<file path="src/rtl/regfile_mp.sv">
// Multi-port register file: two combinational read ports, two write ports (wr1 wins on collision),
// optional write-to-read bypass, optional hardwired zero register, and a per-register busy scoreboard.
module regfile_mp #(
  parameter int DATA_W   = 16,
  parameter int ADDR_W   = 3,
  parameter bit ZERO_REG = 1'b1,
  parameter bit BYPASS   = 1'b1
) (
  input  logic              clk,
  input  logic              rst,
  input  logic              wr0_en,
  input  logic [ADDR_W-1:0] wr0_addr,
  input  logic [DATA_W-1:0] wr0_data,
  input  logic              wr1_en,
  input  logic [ADDR_W-1:0] wr1_addr,
  input  logic [DATA_W-1:0] wr1_data,
  input  logic              rsv_en,
  input  logic [ADDR_W-1:0] rsv_addr,
  input  logic [ADDR_W-1:0] rd1_addr,
  output logic [DATA_W-1:0] rd1_data,
  output logic              rd1_busy,
  input  logic [ADDR_W-1:0] rd2_addr,
  output logic [DATA_W-1:0] rd2_data,
  output logic              rd2_busy
);

  localparam int NREG = 2 ** ADDR_W;

  logic [DATA_W-1:0] r_mem [NREG];
  logic [NREG-1:0]   r_busy;

  logic [NREG-1:0]   w_wr0_hit;
  logic [NREG-1:0]   w_wr1_hit;
  logic [NREG-1:0]   w_rsv_hit;

  logic [ADDR_W-1:0] w_rd_addr [2];
  logic [DATA_W-1:0] w_rd_data [2];
  logic              w_rd_busy [2];

  // Per-register decode of the two write ports and the reserve port; register 0 is
  // masked out here so the hardwired zero never gets written or reserved.
  always_comb begin
    // NOTE: every variable driven here gets a default first, so no path can infer a latch.
    w_wr0_hit = '0;
    w_wr1_hit = '0;
    w_rsv_hit = '0;
    for (int i = 0; i < NREG; i++) begin
      if (!(ZERO_REG && i == 0)) begin
        w_wr0_hit[i] = wr0_en && (wr0_addr == ADDR_W'(i));
        w_wr1_hit[i] = wr1_en && (wr1_addr == ADDR_W'(i));
        w_rsv_hit[i] = rsv_en && (rsv_addr == ADDR_W'(i));
      end
    end
  end

  // NOTE: the array is reset because reads must return zero right after reset; this
  // rules out mapping it onto a RAM macro, which is acceptable at this depth.
  always_ff @(posedge clk or negedge rst) begin
    if (!rst) begin
      for (int i = 0; i < NREG; i++) begin
        r_mem[i] <= '0;
      end
    end else begin
      // NOTE: non-blocking assignments keep every register sampling pre-edge values.
      for (int i = 0; i < NREG; i++) begin
        if (w_wr1_hit[i]) begin
          r_mem[i] <= wr1_data;
        end else if (w_wr0_hit[i]) begin
          r_mem[i] <= wr0_data;
        end
      end
    end
  end

  // A reserve on the same edge as a write belongs to the newer producer, so set beats clear.
  always_ff @(posedge clk or negedge rst) begin
    if (!rst) begin
      r_busy <= '0;
    end else begin
      for (int i = 0; i < NREG; i++) begin
        if (w_rsv_hit[i]) begin
          r_busy[i] <= 1'b1;
        end else if (w_wr0_hit[i] || w_wr1_hit[i]) begin
          r_busy[i] <= 1'b0;
        end
      end
    end
  end

  assign w_rd_addr[0] = rd1_addr;
  assign w_rd_addr[1] = rd2_addr;

  // Read path: stored state, then bypass (wr1 applied last so it wins), then zero register,
  // then reset gating so the outputs are quiet while rst is low.
  always_comb begin
    for (int p = 0; p < 2; p++) begin
      w_rd_data[p] = r_mem[w_rd_addr[p]];
      w_rd_busy[p] = r_busy[w_rd_addr[p]];
      if (BYPASS) begin
        if (wr0_en && (wr0_addr == w_rd_addr[p])) begin
          w_rd_data[p] = wr0_data;
          w_rd_busy[p] = rsv_en && (rsv_addr == w_rd_addr[p]);
        end
        if (wr1_en && (wr1_addr == w_rd_addr[p])) begin
          w_rd_data[p] = wr1_data;
          w_rd_busy[p] = rsv_en && (rsv_addr == w_rd_addr[p]);
        end
      end
      if (ZERO_REG && (w_rd_addr[p] == '0)) begin
        w_rd_data[p] = '0;
        w_rd_busy[p] = 1'b0;
      end
      if (!rst) begin
        w_rd_data[p] = '0;
        w_rd_busy[p] = 1'b0;
      end
    end
  end

  assign rd1_data = w_rd_data[0];
  assign rd1_busy = w_rd_busy[0];
  assign rd2_data = w_rd_data[1];
  assign rd2_busy = w_rd_busy[1];

endmodule

</file>
<file path="config.mk">
export PLATFORM = sky130hd
export DESIGN_NAME = regfile_mp
export DESIGN_NICKNAME = d
export VERILOG_FILES = /design/src/rtl/regfile_mp.sv
export SDC_FILE = /design/constraint.sdc
export NUM_CORES = 1
export LEC_CHECK = 0
export CORE_MARGIN = 4
export CORE_UTILIZATION = 50
export DETAILED_ROUTE_END_ITERATION = 8
export HOLD_SLACK_MARGIN = 0.08
export PLACE_DENSITY = 0.71
export SETUP_SLACK_MARGIN = 0.1
export SLEW_MARGIN = 5
export SYNTH_ARGS = -nofsm -noshare
export SYNTH_HDL_FRONTEND = slang
export SYNTH_SLANG_ARGS = --single-unit
</file>
<file path="constraint.sdc">
create_clock -name clk -period 6.9 [get_ports clk]
set_input_delay 2.07 -clock clk [delete_from_list [all_inputs] [get_ports clk]]
set_output_delay 2.07 -clock clk [all_outputs]
set_load 0.05 [all_outputs]
</file>
==> metrics.md <==
| Metric | Value |
|---|---|
| Sequential-to-total area share from yosys stat | `0.338` |
| Vias per inst | `6.46` |
| Synthesis-stage register bit count | `~120` |
| Worst path arrival time | `4500 ps` |
| Number of global-route vias before repair | `around 7.5k` |
| Clock-pin slew of the registers on the worst-case setup and hold paths | `approximately 50 ps` |
| Maximum resistive drop on vdd | `0.204 mV` |
| Startpoint-to-endpoint class of the critical path | `in2out` |
| Skew-Pair Late Insertion Delay | `around 420 ps` |
| GRT Util Overall | `0.282` |
| Final HPWL DP | `about 17000 um` |
| Iter 0 DRT Violations | `around 940` |
| Post-detailed-route DRC marker count | `0` |
| Die footprint | `approximately 20000 um^2` |
| Number of search-and-repair iterations in the first detailed-routing pass | `7` |
| Critical path launch point type | `input port` |
| CTS buffer count | `17` |
| Max-slew violation count | `0` |
| Cell area after placement | `9850 um^2` |
| Most used cells in the layout excluding fill and tap cells | `134 x sky130_fd_sc_hd__mux2i_1, 119 x sky130_fd_sc_hd__dfrtp_1, 89 x sky130_fd_sc_hd__nand2_1` |
| Number of buffers inserted by post-CTS setup repair | `0` |
| Number of synthesized flops with an enable pin | `0` |
| Syn-to-layout area delta | `18.5%` |
| Number of top-level pins | `between 80 and 90` |
| Layout Nets | `roughly 1k` |
| Cell area after technology mapping | `~8800 um^2` |
| Die Span X | `around 140 um` |
| Outcome | `completed` |
| CTS Root Cell | `sky130_fd_sc_hd__clkbuf_16` |
| Top cells by area in the synthesized netlist | `sky130_fd_sc_hd__dfrtp_1 34%, sky130_fd_sc_hd__mux2i_1 15%, sky130_fd_sc_hd__mux4_2 4.3%, sky130_fd_sc_hd__mux2_2 4.0%, sky130_fd_sc_hd__o21ai_0 3.9%` |
| Maximum capacitance violations | `0` |
| Starting density of the core | `0.510` |
| # H-tree levels | `4` |
| Area share of the largest cell type after synthesis | `0.338` |
| Normalized max-slew margin | `0.220` |
| Port Buffers | `85` |
| Share of flip-flops with an asynchronous set or reset | `1.00` |
| Count of different cell masters after synthesis | `47` |
| Largest area contributor in the netlist | `sky130_fd_sc_hd__dfrtp_1` |
| Number of filler cells placed in the layout | `around 1.4k` |
| Total wirelength of the detailed-routed design | `27800 um` |
| DIE HEIGHT | `about 140 um` |
| Initial antenna violation count | `0` |
| Setup repair after global routing missed its margin | `false` |
| CTS Sinks | `119` |
| Final Cycle Share | `0.953` |
| Number of inserted diodes | `0` |
| Worst Skew | `0 ps` |
| Maximum number of pins on one net before global-route repair | `70` |
| CTS tree | `built` |
| Count of cells along the worst hold path | `2` |
| Yosys warning total | `0` |
| Tmin final | `roughly 6600 ps` |
| Number of gates resized after cts | `0` |
| Setup slack, reg-to-reg | `a little over 6000 ps` |
| Hold buffers post-CTS | `0` |
| Highest clock frequency the design can meet | `152 MHz` |
| Net count after synthesis | `between 900 and 1k` |
| Grt ovf | `0` |
| Kind of path behind the tightest hold check | `reg2reg` |
| Area of the core | `about 17000 um^2` |
| Worst-margin pin slew | `approximately 1200 ps` |
| Pwr/cell area | `261 nW/um^2` |
| Non-Filler Cell Area, Final | `~10000 um^2` |
| Fraction of layout cells with a size suffix above 1 | `0.178` |
| Number of vias after detailed routing | `~7.7k` |
| Count of final setup violators | `0` |
| Worst Path Max Fanout | `9` |
| CP Capture Type | `output port` |
| Number of instances in the synthesized netlist | `between 900 and 1k` |
| Logic depth of the worst register-to-register path | `2` |
| Static leakage | `4.45 nW` |
| Residual antenna-violating net count after detailed routing | `0` |
| Setup tns final | `0 ps` |
| Synthesized area per cell | `~9.5 um^2` |
| Largest buffer count on any clock path | `2` |
| First-pass GRT wire length | `roughly 43000 um` |
| Final routed wire length divided by cell count | `23.5 um` |
| Std-Cell Rows | `48` |
| Predominant post-synthesis flop cell | `sky130_fd_sc_hd__dfrtp_1` |
| Most common cell after layout, fill and taps aside | `sky130_fd_sc_hd__mux2i_1` |
| Gp weighted congestion | `0.868` |
| Final hold violations | `0` |
| Data required time of the critical path | `between 4000 and 5000 ps` |
## through the flow
stage / utilization / hold WS [ps] / worst slack [ps] / total power [mW] / instances
after floorplan: - / 465 / 684 / 1.52 / 928
after global placement: 0.569 / 496 / 435 / 1.79 / 1154
after detailed placement: 0.569 / 507 / 439 / 1.81 / 1154
after CTS: 0.604 / 518 / 429 / 2.72 / 1186
after global routing: 0.604 / 556 / 276 / 2.85 / 1186
final: 0.604 / 516 / 326 / 2.73 / 1186
## cell usage after synthesis, drive strengths merged (6+ instances only)
| library cell | instances |
|---|---|
| mux2 | 31 |
| a22oi | 10 |
| a21oi | 68 |
| o21ai | 69 |
| a221o | 30 |
| mux4 | 25 |
| mux2i | 134 |
| xnor2 | 16 |
| nor2 | 83 |
| nand4b | 6 |
| nand4 | 9 |
| nand3 | 33 |
| dfrtp | 119 |
| a31oi | 15 |
| buf | 66 |
| a311oi | 16 |
| nand2 | 89 |
| nand2b | 27 |
| clkbuf | 53 |
## power by group
group / internal [mW] / leakage (nW) / total (mW) / switching (mW)
clock: 0.593 / 0.297 / 0.913 / 0.320
sequential: 0.853 / 1.40 / 0.978 / 0.125
combinational: 0.419 / 2.75 / 0.839 / 0.420
total: 1.87 / 4.45 / 2.73 / 0.865
## critical path, cell delays in order
cell and delay (ps):
sky130_fd_sc_hd__clkdlybuf4s50_1 720, sky130_fd_sc_hd__nor2b_1 970, sky130_fd_sc_hd__a22oi_1 220, sky130_fd_sc_hd__o211ai_1 140, sky130_fd_sc_hd__a31oi_1 170, sky130_fd_sc_hd__buf_12 200
## state kept, by name (all words and copies together), names as in the netlist
| register | flops |
|---|---|
| r_mem | 112 |
| r_busy | 7 |
## logic make-up (layout without fill, tap and decap cells)
| group | Yosys count | after routing | synth area share |
|---|---|---|---|
| AND/OR/NAND/NOR | 263 | 263 | 0.143 |
| flip-flops | 119 | 119 | 0.338 |
| XOR/XNOR | 18 | 18 | 0.0196 |
| multiplexers | 190 | 190 | 0.259 |
| buffers and inverters | 119 | 152 | 0.0792 |
| AO/OA/AOI/OAI | 219 | 219 | 0.161 |
## cell type report
class                           count  area [um^2]  share of cell area
Clock inverter                      9          123              0.0117
Multi-Input combinational cell    690         5150               0.493
Sequential cell                   119         2980               0.285
Tap cell                          225          282              0.0269
Clock buffer                       23          478              0.0457
Timing Repair Buffer              120         1440               0.138
## per-layer routing
metal  up-vias  share of wire  routed length (um)  GRT usage
li1       3434              -                   -          -
met1      3716           0.41               11500      0.384
met2       449           0.46               12900      0.444
met3        62          0.095                2630     0.0621
met4         0          0.028                 782      0.101
met5         -              0                   0          0
## final timing paths
path | from | to
worst min register to register | r_busy[1] | r_busy[1]
worst min-delay path | r_busy[1] | r_busy[1]
max in group asynchronous | rst | r_mem[9]
worst max-delay path | rd2_addr[2] | rd2_data[14]
min in group asynchronous | rst | r_mem[35]
worst max register to register | r_mem[96] | r_mem[96]
(Power assumes the default switching activity.)
